==> src/rtl/fifo_pkg.sv <==
`default_nettype none
// ============================================================================
// Module : fifo_pkg
// Brief  : Shared types and constants for the FIFO write-port arbiter.
// Rev    : 1.0
// ============================================================================
package fifo_pkg;

    typedef enum logic {
        ARB_IDLE  = 1'b0,
        ARB_BURST = 1'b1
    } arb_state_e;

    localparam int ARB_STAT_W = 16;

endpackage
`default_nettype wire

==> src/rtl/rr_pick.sv <==
`default_nettype none
// ============================================================================
// Module : rr_pick
// Brief  : Combinational round-robin picker; first request strictly after
//          i_rr_ptr, searching upward modulo NREQ.
// Rev    : 1.0
// ============================================================================
module rr_pick #(
    parameter int NREQ = 4,
    parameter int IW   = $clog2(NREQ)
) (
    input  logic [NREQ-1:0] i_req,
    input  logic [IW-1:0]   i_rr_ptr,
    output logic            o_valid,
    output logic [IW-1:0]   o_idx
);

    logic [IW-1:0] w_cand;

    // Scan from the farthest offset down so the nearest requester wins last.
    always_comb begin
        o_valid = 1'b0;
        o_idx   = '0;
        w_cand  = '0;
        for (int k = NREQ; k >= 1; k--) begin
            w_cand = IW'((int'(i_rr_ptr) + k) % NREQ);
            if (i_req[w_cand]) begin
                o_valid = 1'b1;
                o_idx   = w_cand;
            end
        end
    end

endmodule
`default_nettype wire

==> src/rtl/fifo_wr_arbiter.sv <==
`default_nettype none
// ============================================================================
// Module : fifo_wr_arbiter
// Brief  : Round-robin burst arbiter sharing the FIFO write port between NREQ
//          requesters. Optional stats ports under FIFO_WR_ARB_STATS_EN.
// Rev    : 1.0
// ============================================================================
module fifo_wr_arbiter
    import fifo_pkg::*;
#(
    parameter int DSIZE     = 8,
    parameter int NREQ      = 4,
    parameter int MAX_BURST = 4
) (
    input  logic                    wclk,
    input  logic                    wrst,
    input  logic [NREQ-1:0]         req,
    input  logic [NREQ*DSIZE-1:0]   req_data,
    output logic [NREQ-1:0]         ack,
    output logic [NREQ-1:0]         gnt,
    input  logic                    wfull,
    output logic                    winc,
    output logic [DSIZE-1:0]        wdata
`ifdef FIFO_WR_ARB_STATS_EN
    ,
    output logic [NREQ*ARB_STAT_W-1:0] word_cnt,
    output logic [ARB_STAT_W-1:0]      stall_cnt
`endif
);

    localparam int IW = $clog2(NREQ);
    localparam int CW = $clog2(MAX_BURST + 1);

    arb_state_e     r_state;
    logic [NREQ-1:0] r_gnt;
    logic [IW-1:0]  r_owner;
    logic [IW-1:0]  r_rr_ptr;
    logic [CW-1:0]  r_burst_cnt;

    logic           w_pick_valid;
    logic [IW-1:0]  w_pick_idx;
    logic           w_burst;
    logic           w_own_req;
    logic           w_write;
    logic           w_last;

    rr_pick #(
        .NREQ (NREQ),
        .IW   (IW)
    ) u_rr_pick (
        .i_req    (req),
        .i_rr_ptr (r_rr_ptr),
        .o_valid  (w_pick_valid),
        .o_idx    (w_pick_idx)
    );

    assign w_burst   = (r_state == ARB_BURST);
    assign w_own_req = req[r_owner];
    assign w_write   = w_burst & w_own_req & ~wfull & ~wrst;
    assign w_last    = (r_burst_cnt == CW'(MAX_BURST - 1));

    assign winc  = w_write;
    assign ack   = w_write ? r_gnt : '0;
    assign gnt   = r_gnt;
    assign wdata = (w_burst & ~wrst) ? req_data[r_owner*DSIZE +: DSIZE] : '0;

    always_ff @(posedge wclk) begin
        if (wrst) begin
            r_state     <= ARB_IDLE;
            r_gnt       <= '0;
            r_owner     <= '0;
            r_rr_ptr    <= IW'(NREQ - 1);
            r_burst_cnt <= '0;
        end else begin
            case (r_state)
                ARB_IDLE: begin
                    if (w_pick_valid) begin
                        r_owner     <= w_pick_idx;
                        r_gnt       <= NREQ'(1) << w_pick_idx;
                        r_burst_cnt <= '0;
                        r_state     <= ARB_BURST;
                    end
                end
                ARB_BURST: begin
                    // Release on a dropped request or on the final word of the burst.
                    if (!w_own_req || (w_write && w_last)) begin
                        r_rr_ptr <= r_owner;
                        r_gnt    <= '0;
                        r_state  <= ARB_IDLE;
                    end else if (w_write) begin
                        r_burst_cnt <= r_burst_cnt + CW'(1);
                    end
                end
                default: r_state <= ARB_IDLE;
            endcase
        end
    end

`ifdef FIFO_WR_ARB_STATS_EN
    logic [ARB_STAT_W-1:0] r_stall_cnt;

    genvar gi;
    for (gi = 0; gi < NREQ; gi++) begin : g_word_cnt
        logic [ARB_STAT_W-1:0] r_cnt;
        always_ff @(posedge wclk) begin
            if (wrst) begin
                r_cnt <= '0;
            end else if (ack[gi] && (r_cnt != '1)) begin
                r_cnt <= r_cnt + ARB_STAT_W'(1);
            end
        end
        assign word_cnt[gi*ARB_STAT_W +: ARB_STAT_W] = r_cnt;
    end

    always_ff @(posedge wclk) begin
        if (wrst) begin
            r_stall_cnt <= '0;
        end else if (w_burst && wfull && (r_stall_cnt != '1)) begin
            r_stall_cnt <= r_stall_cnt + ARB_STAT_W'(1);
        end
    end
    assign stall_cnt = r_stall_cnt;
`endif

endmodule
`default_nettype wire

==> config.mk <==
export PLATFORM = sky130hd
export DESIGN_NAME = fifo_wr_arbiter
export DESIGN_NICKNAME = d
export VERILOG_FILES = /design/src/rtl/fifo_pkg.sv /design/src/rtl/rr_pick.sv /design/src/rtl/fifo_wr_arbiter.sv
export SDC_FILE = /design/constraint.sdc
export NUM_CORES = 1
export LEC_CHECK = 0
export CAP_MARGIN = 20
export CORE_MARGIN = 2
export CORE_UTILIZATION = 50
export DETAILED_ROUTE_END_ITERATION = 8
export DONT_BUFFER_PORTS = 1
export PLACE_DENSITY = 0.68
export SLEW_MARGIN = 20
export SYNTH_ARGS = -nofsm -noshare
export SYNTH_HDL_FRONTEND = slang
export SYNTH_HIERARCHICAL = 1
export SYNTH_SLANG_ARGS = --single-unit
export TNS_END_PERCENT = 30
==> constraint.sdc <==
create_clock -name wclk -period 1.6 [get_ports wclk]
set_clock_uncertainty 0.05 [all_clocks]
set_input_delay 0.4 -clock wclk [delete_from_list [all_inputs] [get_ports wclk]]
set_output_delay 0.4 -clock wclk [all_outputs]
set_load 0.05 [all_outputs]
==> results <==
-- final timing paths --
| path | slack (ns) | depth (start not counted) | end |
|---|---|---|---|
| setup / recovery | -0.44 | 3 | ack[2] |
| hold reg to reg | 0.43 | 1 | r_burst_cnt[0] |
| setup reg to reg | -0.23 | 5 | gnt[2] |
| hold / removal | 0.12 | 1 | r_owner[0] |
-- state kept, by name, summed over array words and instances (netlist names) --
| register | cells |
|---|---|
| r_burst_cnt | 3 |
| gnt | 4 |
| r_owner | 2 |
| r_state | 1 |
| r_rr_ptr | 2 |
-- report_power, final --
part / internal (mW) / leakage (nW) / switching (mW) / total [mW]
Clock: 0.139 / 0.0210 / 0.111 / 0.250
Combinational: 0.182 / 0.394 / 0.195 / 0.377
Sequential: 0.321 / 0.0989 / 0.0231 / 0.345
-- cell families (layout without fill, tap and decap cells) --
| kind of cell | count (synthesis) | after routing | synth area share, % |
|---|---|---|---|
| muxes | 16 | 16 | 30.2 |
| adders and majority gates | 2 | 2 | 2.77 |
| AOI/OAI and AO/OA | 14 | 14 | 13.2 |
| and+or+nand+nor | 38 | 38 | 23.4 |
| DFF | 12 | 12 | 26.6 |
| buffers and inverters | 9 | 24 | 3.88 |
-- what timing repair did --
| action | 4_1_cts | 5_1_grt |
|---|---|---|
| buffers inserted | 1 | 0 |
| hold buffers | 0 | 0 |
| pin swaps | 3 | 0 |
| resized for setup | 8 | 8 |
| endpoints found under the setup margin | 19 | 22 |
-- layer usage --
metal / share of wire (%) / global-route usage [%] / vias up
li1: - / - / 370
met1: 37 / 24.2 / 373
met2: 54 / 39.4 / 36
met3: 7.8 / 4.71 / 2
met4: 0.84 / 6.86 / 0
met5: 0 / 0 / -
-- cell type report --
class                      instances  area, um2  area share (%)
clock buffer                       4       36.3            3.06
inverter                           5       18.8            1.58
multi-input combinational         70        734            62.0
sequential                        12        244            20.6
tap                               25       31.3            2.64
timing repair buffer              15        120            10.1
-- through the flow --
stage,hold WS (ns),setup slack [ns],util (%),TNS [ns]
2_1_floorplan,0.390,-0.465,-,-3.75
3_3_place_gp,0.409,-0.172,62.8,-2.82
3_5_place_dp,0.419,-0.222,62.8,-3.14
4_1_cts,0.125,-0.422,67.0,-6.06
5_1_grt,0.112,-0.465,69.4,-6.65
6_report,0.123,-0.436,69.4,-5.78
-- cells in the final DEF, fill, tap and decap left out, types with 2 or more instances in the layout --
master,count
a22o_1,2
ha_1,2
nor2b_4,8
and2_4,4
dfxtp_1,11
a21oi_1,3
inv_1,5
mux2i_1,7
a41o_1,2
mux4_2,9
buf_4,14
nand2b_1,5
nor2_1,7
clkbuf_4,3
nand3_1,3
nand2_1,3
a32o_1,2
nor3_1,2
-- critical path, delay by kind of cell, from the launching register on --
kind / cells / cell delay [ns]
flip-flops: 1 / 0.37
multiplexers: 1 / 0.53
AND/OR/NAND/NOR: 2 / 0.40
==> impl_metrics.sql <==
INSERT INTO impl_metrics (metric_group, metric, value, unit) VALUES
('run_status', 'outcome', 'complete, but fails checks', ''),
('run_status', 'violations_in_the_final_reports', 'setup timing', ''),
('grt', 'grt_pass1_vias', '743', ''),
('yosys', 'synth.area.top_cells', 'dfxtp_1 (27%), mux4_2 (22%), mux2i_1 (7.8%)', ''),
('power_and_ir_drop', 'p_per_area', '820', 'nW/um2'),
('timing', 'final-max-slew-violation-count', '0', ''),
('setup_path', 'worstPathArrival', '1.59', 'ns'),
('yosys', 'yosys.area.top_type', 'dfxtp_1', ''),
('timing', 'layout_min_cycle_time', '2.04', 'ns'),
('yosys', 'synthMostInstantiatedCell', 'dfxtp_1', ''),
('yosys', 'synth.yosys.seq_area_share', '26.6', '%'),
('clock_tree', 'clk_path_buf_depth', '2', ''),
('grt', 'grt_antenna_before_repair', '0', ''),
('grt', 'grt_pass1_wl', '3240', 'um'),
('yosys', 'mappedNetlistNets', '132', ''),
('final_layout', 'signed_area_change_from_the_synthesized_netlist_to_the_final_layout', '31.2', '%'),
('worst_hold_path', 'worst_hold_startpoint', 'wrst', ''),
('clock_tree', 'clock-sinks', '12', ''),
('grt', 'grt_remaining_overflow', '0', ''),
('final_layout', 'drive_gt1_share', '44.3', '%'),
('setup_path', 'timing.critical_path.slowest_cell_delay', '0.53', 'ns'),
('final_layout', 'non_filler_cells_final', '131', ''),
('timing', 'post-route-period-util', '127', '%'),
('setup_path', 'setup.worst_path.class', 'flip-flop to output pin', ''),
('final_layout', 'diodes', '0', ''),
('power_and_ir_drop', 'power.leakage', '0.514', 'nW'),
('setup_path', 'critPathSlowestCell', 'mux4_2', ''),
('detailed_routing', 'drt-vias-per-instance', '5.96', ''),
('detailed_routing', 'drc', '0', ''),
('yosys', 'postSynth.asyncResetShare', '0', '%'),
('floorplan', 'placeableCoreArea', '1710', 'um2'),
('placement', 'dp_cells', '126', ''),
('worst_hold_path', 'min-delay-path-class', 'primary input to flip-flop', ''),
('timing', 'hold_viol', '0', ''),
('setup_path', 'critical_path_required', '1.15', 'ns'),
('detailed_routing', 'antenna_left', '0', ''),
('grt', 'maximum_number_of_pins_on_one_net_before_global_route_repair', '12', ''),
('power_and_ir_drop', 'fin_total_pwr', '0.971', 'mW'),
('yosys', 'yosys_most_used_dff', 'dfxtp_1', ''),
('yosys', 'yosys.cell_types.count', '28', ''),
('setup_path', 'crit_fanout', '5', ''),
('timing', 'worst_slack', '-0.436', 'ns'),
('timing', 'achievable-frequency', '491', 'MHz'),
('power_and_ir_drop', 'vdd_ir_drop_max', '604', 'uV'),
('floorplan', 'die_area', '2160', 'um2'),
('floorplan', 'initial_core_util', '52.9', '%'),
('detailed_routing', 'detail_route.wirelength', '2260', 'um'),
('clock_tree', 'clock_latency', '0.28', 'ns'),
('detailed_routing', 'dr_total_vias', '781', ''),
('clock_tree', 'cts_tree', 'built', ''),
('clock_tree', 'clock_tree.root_cell', 'clkbuf_4', ''),
('grt', 'grt_util_all_layers', '21.5', '%'),
('timing', 'finalSetupViolCount', '19', ''),
('setup_path', 'timing.rr.start', 'r_owner[0]', ''),
('yosys', 'synth_edf_count', '0', ''),
('floorplan', 'die_boundary_width', '46.5', 'um'),
('yosys', 'yosys_warnings', '6', ''),
('yosys', 'yosys_register_bits', '12', ''),
('yosys', 'synth_top_area_share', '26.6', '%'),
('final_layout', 'total_non_filler_cell_area_in_the_finished_layout', '1180', 'um2'),
('final_layout', 'nets', '148', ''),
('placement', 'gp_congestion', '0.743', ''),
('placement', 'place_area', '1070', 'um2'),
('floorplan', 'die-height', '46.5', 'um'),
('setup_path', 'crit_chain', 'mux4_2, nor3b_4, and2_4', ''),
('timing', 'worst_slew_pin_slew', '0.349', 'ns'),
('setup_path', 'setup.worst_path.start', 'r_owner[0]', ''),
('yosys', 'syn_avg_cell_area', '9.93', 'um2'),
('clock_tree', 'cts_buffers', '3', ''),
('timing', 'maxSlewHeadroom', '76.7', '%'),
('final_layout', 'final_layout_fill_cell_count', '130', '');
Power figures use the tool's default switching activity.
